### config.mk
export PLATFORM = sky130hd
export DESIGN_NAME = alu_arbiter
export DESIGN_NICKNAME = d
export VERILOG_FILES = /design/src/rtl/alu_pkg.sv /design/src/rtl/alu_arbiter_alu.sv /design/src/rtl/alu_arbiter.sv
export SDC_FILE = /design/constraint.sdc
export NUM_CORES = 2
export LEC_CHECK = 0
export BUFFER_PORTS_ARGS = -buffer_cell sky130_fd_sc_hd__buf_2
export CORE_ASPECT_RATIO = 0.6
export CORE_MARGIN = 3
export CORE_UTILIZATION = 40
export DETAILED_ROUTE_END_ITERATION = 6
export GPL_TIMING_DRIVEN = 0
export PLACE_DENSITY_LB_ADDON = 0.2
export REMOVE_ABC_BUFFERS = 1
export SYNTH_ARGS = -nofsm -noshare
export SYNTH_HDL_FRONTEND = slang
export SYNTH_SLANG_ARGS = --single-unit
### constraint.sdc
create_clock -name clk -period 11.28 [get_ports clk]
set_input_delay 1.128 -clock clk [delete_from_list [all_inputs] [get_ports clk]]
set_output_delay 1.128 -clock clk [all_outputs]
set_load 0.05 [all_outputs]
### src/rtl/alu_pkg.sv
// Shared opcodes, illegal-opcode check and FSM encoding for the ALU arbiter.
package alu_pkg;

  localparam logic [2:0] OP_AND = 3'b000;
  localparam logic [2:0] OP_OR  = 3'b001;
  localparam logic [2:0] OP_ADD = 3'b010;
  localparam logic [2:0] OP_SUB = 3'b110;
  localparam logic [2:0] OP_MUL = 3'b101;
  localparam logic [2:0] OP_SLT = 3'b111;

  typedef enum logic [1:0] {
    ST_IDLE = 2'd0,
    ST_EXEC = 2'd1,
    ST_RESP = 2'd2
  } state_t;

  // Opcodes 011 and 100 have no ALU function assigned.
  function automatic logic is_illegal_op(input logic [2:0] op);
    return (op == 3'b011) || (op == 3'b100);
  endfunction

endpackage

### src/rtl/alu_arbiter_alu.sv
// Purely combinational 32-bit ALU; undefined opcodes produce zero.
module alu_arbiter_alu
  import alu_pkg::*;
(
  input  logic [31:0] a,
  input  logic [31:0] b,
  input  logic [2:0]  op,
  output logic [31:0] y
);

  // Result select; arithmetic wraps, MUL keeps the low word, SLT is unsigned.
  always_comb begin
    y = 32'd0;
    case (op)
      OP_AND:  y = a & b;
      OP_OR:   y = a | b;
      OP_ADD:  y = a + b;
      OP_SUB:  y = a - b;
      OP_MUL:  y = a * b;
      OP_SLT:  y = {31'd0, (a < b)};
      default: y = 32'd0;
    endcase
  end

endmodule

### src/rtl/alu_arbiter.sv
// Round-robin arbiter/sequencer sharing one ALU between two requesters.
module alu_arbiter
  import alu_pkg::*;
#(
  parameter bit INIT_PRIORITY = 1'b0
) (
  input  logic        clk,
  input  logic        rst,
  input  logic        req_valid_0,
  input  logic        req_valid_1,
  output logic        req_ready_0,
  output logic        req_ready_1,
  input  logic [31:0] req_a_0,
  input  logic [31:0] req_a_1,
  input  logic [31:0] req_b_0,
  input  logic [31:0] req_b_1,
  input  logic [2:0]  req_op_0,
  input  logic [2:0]  req_op_1,
  output logic        rsp_valid_0,
  output logic        rsp_valid_1,
  input  logic        rsp_ready_0,
  input  logic        rsp_ready_1,
  output logic [31:0] rsp_result,
  output logic        rsp_zero,
  output logic        illegal_op
);

  state_t      state;
  logic        prio;
  logic        owner;
  logic [31:0] a_q;
  logic [31:0] b_q;
  logic [2:0]  op_q;
  logic [31:0] alu_y;
  logic        grant;
  logic        accept;
  logic [2:0]  sel_op;
  logic        rsp_done;

  // Only the prio port wins a tie; a lone request is always granted.
  assign grant    = (req_valid_0 && req_valid_1) ? prio : req_valid_1;
  assign accept   = !rst && (state == ST_IDLE) && (req_valid_0 || req_valid_1);
  assign sel_op   = grant ? req_op_1 : req_op_0;
  assign rsp_done = owner ? rsp_ready_1 : rsp_ready_0;

  assign req_ready_0 = accept && !grant;
  assign req_ready_1 = accept && grant;

  alu_arbiter_alu u_alu (
    .a  (a_q),
    .b  (b_q),
    .op (op_q),
    .y  (alu_y)
  );

  // Sequencer: latch on grant, compute once, hold response until accepted.
  always_ff @(posedge clk) begin
    if (rst) begin
      state       <= ST_IDLE;
      prio        <= INIT_PRIORITY;
      owner       <= 1'b0;
      a_q         <= 32'd0;
      b_q         <= 32'd0;
      op_q        <= 3'd0;
      rsp_valid_0 <= 1'b0;
      rsp_valid_1 <= 1'b0;
      rsp_result  <= 32'd0;
      rsp_zero    <= 1'b0;
      illegal_op  <= 1'b0;
    end else begin
      case (state)
        ST_IDLE: begin
          if (accept) begin
            owner <= grant;
            a_q   <= grant ? req_a_1 : req_a_0;
            b_q   <= grant ? req_b_1 : req_b_0;
            op_q  <= sel_op;
            // Raised on entry so the pulse spans exactly the EXEC cycle.
            illegal_op <= is_illegal_op(sel_op);
            state <= ST_EXEC;
          end
        end
        ST_EXEC: begin
          illegal_op <= 1'b0;
          if (is_illegal_op(op_q)) begin
            rsp_result <= 32'd0;
            rsp_zero   <= 1'b1;
          end else begin
            rsp_result <= alu_y;
            rsp_zero   <= (alu_y == 32'd0);
          end
          rsp_valid_0 <= !owner;
          rsp_valid_1 <= owner;
          state       <= ST_RESP;
        end
        ST_RESP: begin
          if (rsp_done) begin
            rsp_valid_0 <= 1'b0;
            rsp_valid_1 <= 1'b0;
            prio        <= ~owner;
            state       <= ST_IDLE;
          end
        end
        default: state <= ST_IDLE;
      endcase
    end
  end

endmodule

== Yosys cells after proc, flatten, opt, wreduce, memory -nomap -nowiden ==
Cells that the tools add are included.

* Logic and storage cells: 68
* Register bits after elaboration: 107

* Order comparisons: 1
* Mux-type cells: 16
* Add/subtract/negate cells: 2
* Reductions and logical operators: 21
* Eq/ne operators: 13
* Bitwise logic cells: 3
* Multiply operators: 1

{| class="wikitable"
|+ Operator list
! operator !! count
|-
| 32-bit case mux with 6 select lines || 1
|-
| 32-bit two-way mux || 3
|-
| 32-bit adder || 1
|-
| 32-bit AND || 1
|-
| 32-bit logical NOT || 1
|-
| 32-bit less-than comparator || 1
|-
| 32-bit by 32-bit multiplier with 32-bit output || 1
|-
| 32-bit OR || 1
|-
| 32-bit subtractor || 1
|-
| 3-bit equality test (second input constant) || 5
|-
| 2-bit AND reduction || 5
|-
| 3-bit by 2-bit equality test with 1-bit output (second input constant) || 3
|-
| 1-bit case mux with 2 select lines || 3
|-
| 2-bit case mux with 3 select lines || 1
|-
| 1-bit logical AND || 5
|-
| 1-bit two-way mux || 5
|-
| 2-bit two-way mux || 2
|-
| 2-bit inequality test (second input constant) || 2
|-
| 2-bit nonzero test || 2
|-
| 3-bit by 1-bit equality test with 1-bit output (second input constant) || 1
|-
| 1-bit logical NOT || 3
|-
| 3-bit logical NOT || 1
|-
| 1-bit logical OR || 3
|-
| 3-bit two-way mux || 1
|-
| other kinds (4) || 4
|}

== Depth between registers and ports, before layout ==
* Word-level depth: 7
* Gate-level depth with buffers: 32
* Depth with buffers taken out: 29

== By module ==
A second synthesis with hierarchy kept.

* Cell total of the unflattened synthesis: 2843
* Area, all modules: 24252.0 um^2

{| class="wikitable"
|+ Modules (own cells, without submodules)
! module !! sequential area each (um^2) !! instances !! area each (um^2) !! cells each
|-
| alu_arbiter_alu || 0.0 || 1 || 19481.2 || 2409
|-
| alu_arbiter || 2142.1 || 1 || 4770.8 || 434
|}

== Worst setup path after synthesis ==
Ideal clock, no wire load.

* Kind: register to register
* Start point: register b_q[2]
* End point: register rsp_zero
* Path buffers: 2
* Data required time: 11.192 ns
* Clock period less this slack: 7.917 ns
* Slack: 3.363 ns
* Cell stages (with the launch flop): 30
* Arrival: 7.829 ns
* Library setup time: 0.088 ns
* Cell sequence: dfxtp_1 -> clkbuf_1 -> inv_1 -> clkbuf_1 -> nor2_1 -> fa_1 -> inv_1 -> fa_1 -> fa_1 -> fa_1 -> inv_1 -> fa_1 -> inv_1 -> fa_1 -> inv_1 -> fa_1 -> fa_1 -> ha_1 -> and4_2 -> and2_1 -> and3_1 -> o21ai_0 -> mux2i_1 -> nand3_1 -> o31ai_1 -> o211a_1 -> nor4b_2 -> nand4_1 -> or4b_1 -> o32ai_2

* Cells in the longest elaborated chain, start to end: 4
* Elaborated cells between the ends (all ways): 9
* Those cells by class: add/sub: 2; mul: 1; order compare: 1; mux: 2; bitwise: 2; reduce/logical: 1

{| class="wikitable"
|+ RTL lines
! element !! RTL line !! source
|-
| from (decl) || alu_arbiter.sv:32 || <nowiki>logic [31:0] b_q;</nowiki>
|-
| from (signal assigned) || alu_arbiter.sv:76 || <nowiki>b_q <= grant ? req_b_1 : req_b_0;</nowiki>
|-
| 32-bit by 32-bit multiplier with 32-bit output (tied with other cells) || alu_arbiter_alu.sv:19 || <nowiki>OP_MUL: y = a * b;</nowiki>
|-
| 32-bit case mux with 6 select lines * || alu_arbiter_alu.sv:14 || <nowiki>case (op)</nowiki>
|-
| 32-bit logical NOT * || alu_arbiter.sv:90 || <nowiki>rsp_zero <= (alu_y == 32'd0);</nowiki>
|-
| 1-bit two-way mux * || alu_arbiter.sv:85 || <nowiki>if (is_illegal_op(op_q)) begin</nowiki>
|-
| to (signal assigned) || alu_arbiter.sv:90 ||
|-
| to (decl) || alu_arbiter.sv:24 || <nowiki>output logic rsp_zero,</nowiki>
|}

Every way passes the cells marked *; elsewhere a longest branch is shown, timed or not.
A chain may end at the register's enable or synchronous reset.

== Final worst setup path ==
* Start point: register a_q[5]
* End point: register rsp_zero

* Cells in the longest elaborated chain, start to end: 4
* Elaborated cells between the ends (all ways): 9
* Those cells by class: add/sub: 2; mul: 1; order compare: 1; mux: 2; bitwise: 2; reduce/logical: 1

{| class="wikitable"
|+ RTL lines
! element !! RTL line !! source
|-
| from (decl) || alu_arbiter.sv:31 || <nowiki>logic [31:0] a_q;</nowiki>
|-
| from (signal assigned) || alu_arbiter.sv:75 || <nowiki>a_q <= grant ? req_a_1 : req_a_0;</nowiki>
|-
| 32-bit by 32-bit multiplier with 32-bit output (tied with other cells) || alu_arbiter_alu.sv:19 ||
|-
| 32-bit case mux with 6 select lines * || alu_arbiter_alu.sv:14 ||
|-
| 32-bit logical NOT * || alu_arbiter.sv:90 ||
|-
| 1-bit two-way mux * || alu_arbiter.sv:85 ||
|}

Marked as above.

==> run_summary.xml <==
<?xml version="1.0" encoding="UTF-8"?>
<metrics>
  <group name="drt">
    <metric name="drtAntennaViolNets" unit="">0</metric>
    <metric name="routed-via-count" unit="">21972</metric>
    <metric name="drt_first_pass_iters" unit="">6</metric>
    <metric name="route.detailed.drc" unit="">0</metric>
    <metric name="detail_route.wl_per_cell" unit="um">25.4</metric>
    <metric name="vias_per_cell" unit="">5.71</metric>
    <metric name="detailedRoute.firstIterationViolations" unit="">2112</metric>
    <metric name="wirelength" unit="um">97800</metric>
  </group>
  <group name="die">
    <metric name="die_x" unit="um">327</metric>
    <metric name="dieArea" unit="um^2">64800</metric>
    <metric name="ioPinCount" unit="">178</metric>
    <metric name="effective_utilization_at_floorplan" unit="">0.411</metric>
    <metric name="die_height" unit="um">198</metric>
    <metric name="row_count" unit="">69</metric>
    <metric name="placeableCoreArea" unit="um^2">60100</metric>
  </group>
  <group name="synth">
    <metric name="ys.flop_type" unit="">dfxtp_1</metric>
    <metric name="postSynth.asyncResetShare" unit="">0</metric>
    <metric name="synthCells" unit="">2997</metric>
    <metric name="synth_sequential_area_ratio" unit="">0.0868</metric>
    <metric name="synth.distinct_cells" unit="">93</metric>
    <metric name="yosysWarningCount" unit="">0</metric>
    <metric name="synthesis.area_per_instance" unit="um^2">8.24</metric>
    <metric name="synth_edf_count" unit="">0</metric>
    <metric name="synth.cell_area" unit="um^2">24700</metric>
    <metric name="yosys_register_bits" unit="">107</metric>
  </group>
  <group name="sta">
    <metric name="post-route-min-period" unit="ns">11.11</metric>
    <metric name="max_slew_margin" unit="">0.0293</metric>
    <metric name="fmax" unit="MHz">90.0</metric>
    <metric name="postLayoutSetupSlackWorst" unit="ns">0.172</metric>
    <metric name="min_period_over_period" unit="">0.985</metric>
    <metric name="slew_violations" unit="">0</metric>
    <metric name="grt_setup_unrepaired" unit="">no</metric>
    <metric name="tightest_slew" unit="ns">1.45</metric>
    <metric name="skew" unit="ns">0.0155</metric>
    <metric name="finalSetupViolCount" unit="">0</metric>
    <metric name="final-hold-violation-count" unit="">0</metric>
  </group>
  <group name="critical_path">
    <metric name="worst_setup_path_start_kind" unit="">flop</metric>
    <metric name="setup.reg_to_reg.worst_slack" unit="ns">0.17</metric>
    <metric name="slowest_stage" unit="">clkinv_1</metric>
    <metric name="critical_path_arrival" unit="ns">11.42</metric>
    <metric name="crit_path_class" unit="">reg2reg</metric>
    <metric name="crit_top_cell" unit="">fa_1</metric>
    <metric name="largest_stage_delay_on_the_critical_path" unit="ns">1.47</metric>
    <metric name="ff_to_ff_path_depth" unit="">26</metric>
    <metric name="worst-endpoint-required" unit="ns">11.59</metric>
    <metric name="critPathCapture" unit="">rsp_zero</metric>
    <metric name="setup.worst_path.end_class" unit="">flop</metric>
    <metric name="crit_family" unit="">adder cells</metric>
    <metric name="path_depth" unit="">26</metric>
    <metric name="reg2reg_to" unit="">rsp_zero</metric>
    <metric name="crit_buf_inv" unit="">5</metric>
    <metric name="crit_path_max_fanout" unit="">18</metric>
    <metric name="timing.critical_path.from" unit="">a_q[5]</metric>
    <metric name="startpoint_of_the_worst_slack_reg_to_reg_timing_path" unit="">a_q[5]</metric>
  </group>
  <group name="clock_network">
    <metric name="clock_tree.htree_level_count" unit="">3</metric>
    <metric name="post_cts.repair.setup_buffers" unit="">0</metric>
    <metric name="clkSlewWorstSetupHoldPaths" unit="ns">0.08</metric>
    <metric name="cts_root_buf" unit="">clkbuf_16</metric>
    <metric name="tritoncts" unit="">done</metric>
    <metric name="post_cts_resize_count" unit="">0</metric>
    <metric name="clock-sinks" unit="">107</metric>
    <metric name="cts.hold.buffers_added" unit="">0</metric>
    <metric name="numCtsBuffers" unit="">9</metric>
    <metric name="clock_tree.buffer_depth" unit="">2</metric>
    <metric name="clk_latency" unit="ns">0.41</metric>
  </group>
  <group name="placed_design">
    <metric name="dp_hpwl" unit="um">76600</metric>
    <metric name="count_of_input_and_output_buffers" unit="">177</metric>
    <metric name="globalplace.congestion" unit="">0.962</metric>
    <metric name="inst_count_dp" unit="">3833</metric>
    <metric name="pre_cts_ws" unit="ns">0.618</metric>
  </group>
  <group name="global_route">
    <metric name="grt_most_used_layer" unit="">met1</metric>
    <metric name="globalRouteMet1Util" unit="">0.463</metric>
    <metric name="largest_net_degree_at_the_start_of_global_routing" unit="">107</metric>
    <metric name="grt_pass1_vias" unit="">22165</metric>
    <metric name="grt_use_met3" unit="">0.0719</metric>
    <metric name="m2_gr_usage" unit="">0.433</metric>
    <metric name="grt-ovfl-total" unit="">0</metric>
    <metric name="grt_util_all_layers" unit="">0.304</metric>
    <metric name="wire_length_of_the_first_global_routing_pass" unit="um">145000</metric>
    <metric name="antenna_found_initial" unit="">1</metric>
  </group>
  <group name="flow_run">
    <metric name="max_cap_violations" unit="">0</metric>
  </group>
  <group name="final_layout">
    <metric name="layout-drive-gt1-share" unit="">0.0893</metric>
    <metric name="fin_cells" unit="">3850</metric>
    <metric name="flow.area_growth_from_synthesis" unit="%">7.13</metric>
    <metric name="area_of_the_multi_input_gates" unit="um^2">20000</metric>
    <metric name="regArea" unit="um^2">2150</metric>
    <metric name="finalNetCount" unit="">3798</metric>
    <metric name="utilization" unit="">0.440</metric>
    <metric name="num-fill-cells" unit="">6146</metric>
    <metric name="diodes" unit="">0</metric>
  </group>
  <group name="power_and_ir_drop">
    <metric name="p_leak" unit="nW">12.3</metric>
    <metric name="power-per-cell-area" unit="nW/um^2">110</metric>
    <metric name="vdd_drop_max" unit="uV">73.4</metric>
  </group>
  <group name="status">
    <metric name="outcome" unit="">finished clean</metric>
  </group>
  <group name="hold_path">
    <metric name="hold_path_class" unit="">reg2reg</metric>
  </group>
</metrics>
-- cells in the final DEF, fill, tap and decap left out, types with 5 or more instances in the layout --
cell type  netlist  final
inv_1          463    462
a21boi_0         5      5
buf_2           12    176
o21bai_1         9      9
clkbuf_16        0      9
nor3_1          43     43
o22ai_1         14     14
fa_1           410    410
a31oi_1         12     12
nand4_1         11     11
a22oi_1          5      5
nor2b_1         17     16
and2_1           8      8
a21oi_1        102    102
xnor2_1         79     79
or2_2           10     10
mux2i_1         78     78
or3_1           10     10
clkinv_1        13     11
nand3_1         22     22
a221oi_1        10     10
o21a_1           7      7
and3_1           7      7
a211oi_1       100    100
o211ai_1        22     22
o31ai_1         11     11
inv_2            5      5
ha_1           219    219
nor4_1          19     19
xor2_1          21     21
buf_16           0      5
nand2_1        284    284
a21o_1          18     18
nand2b_1        30     30
buf_12           0      5
dfxtp_1        107    104
nor2_1         486    483
o21ai_0         59     58
-- per-stage QoR --
stage                     instance area (um^2)  power, mW  hold WS (ns)  TNS [ns]
final                                    26400       2.90         0.468         0
after global routing                     26400       3.10         0.483         0
after CTS                                26400       2.87         0.470         0
after detailed placement                 26100       2.51         0.453         0
after global placement                   25800       2.50         0.448    -39.01
after floorplan                          23900       1.82         0.472         0
-- flip-flops by register name (all words and copies together), names as in the netlist --
| name | cells |
|---|---|
| a_q | 32 |
| b_q | 32 |
| rsp_result | 32 |
| op_q | 3 |
| state | 2 |
| illegal_op | 1 |
| owner | 1 |
| prio | 1 |
| rsp_valid_0 | 1 |
| rsp_valid_1 | 1 |
| rsp_zero | 1 |
-- layer usage --
metal,wire length [um],share of wire
met3,10500,0.11
met2,38900,0.40
met5,0,0
met1,45800,0.47
met4,2560,0.026
-- cell usage after synthesis (11+ instances only) --
cell        n  area (um^2)
a211oi_1  100          751
a21o_1     18          135
a21oi_1   102          510
a31oi_1    12         75.1
buf_1      20         75.1
buf_2      12         60.1
clkbuf_1  124          465
clkinv_1   13         48.8
dfxtp_1   107         2140
fa_1      410         8210
ha_1      219         2740
inv_1     463         1740
mux2i_1    78          781
nand2_1   284         1070
nand2b_1   30          188
nand3_1    22          110
nand4_1    11         68.8
nor2_1    486         1820
nor2b_1    17          106
nor3_1     43          215
nor4_1     19          119
o211ai_1   22          165
o21ai_0    59          295
o22ai_1    14         87.6
o31ai_1    11         82.6
xnor2_1    79          692
xor2_1     21          184
-- how the worst min path moves through the flow --
| stage | slack [ns] | endpoint | cells past startpoint | start |
|---|---|---|---|---|
| 2_1_floorplan | 0.47 | prio | 2 | prio |
| 4_1_cts | 0.47 | illegal_op | 2 | illegal_op |
| 3_5_place_dp | 0.45 | illegal_op | 2 | illegal_op |
| 5_1_grt | 0.48 | rsp_result[9] | 2 | rsp_result[9] |
| 6_report | 0.47 | illegal_op | 2 | illegal_op |
| 3_3_place_gp | 0.45 | rsp_result[9] | 2 | rsp_result[9] |
-- report_power, final --
group          switching (mW)  leakage, nW  internal (mW)
clock                   0.193        0.142          0.156
sequential              0.151        0.882          0.416
combinational            1.27         11.2          0.723
total                    1.61         12.3           1.29
-- kinds of logic (layout without fill, tap and decap cells) --
| logic type | after synthesis | in the layout | synth area share |
|---|---|---|---|
| compound gates | 455 | 455 | 0.128 |
| xor+xnor | 100 | 100 | 0.0355 |
| fa+ha+maj | 629 | 629 | 0.444 |
| buf+inv | 650 | 687 | 0.104 |
| flops | 107 | 107 | 0.0868 |
| mux | 82 | 82 | 0.0335 |
| simple gates | 974 | 974 | 0.169 |
-- worst min-delay path, cell delays in order (launching register included) --
cell and delay, ns:
dfxtp_1 0.31, nand2_1 0.05, a211oi_1 0.06
-- area by class of cell --
| cell class | count | area share |
|---|---|---|
| multi-input combinational | 2240 | 0.757 |
| sequential | 107 | 0.0811 |
| inverter | 481 | 0.0685 |
| timing repair buffer | 190 | 0.0441 |
| tap | 816 | 0.0386 |
| clock buffer | 10 | 0.00866 |
| clock inverter | 6 | 0.00222 |
Note: power is estimated with default switching activity, not from simulation.
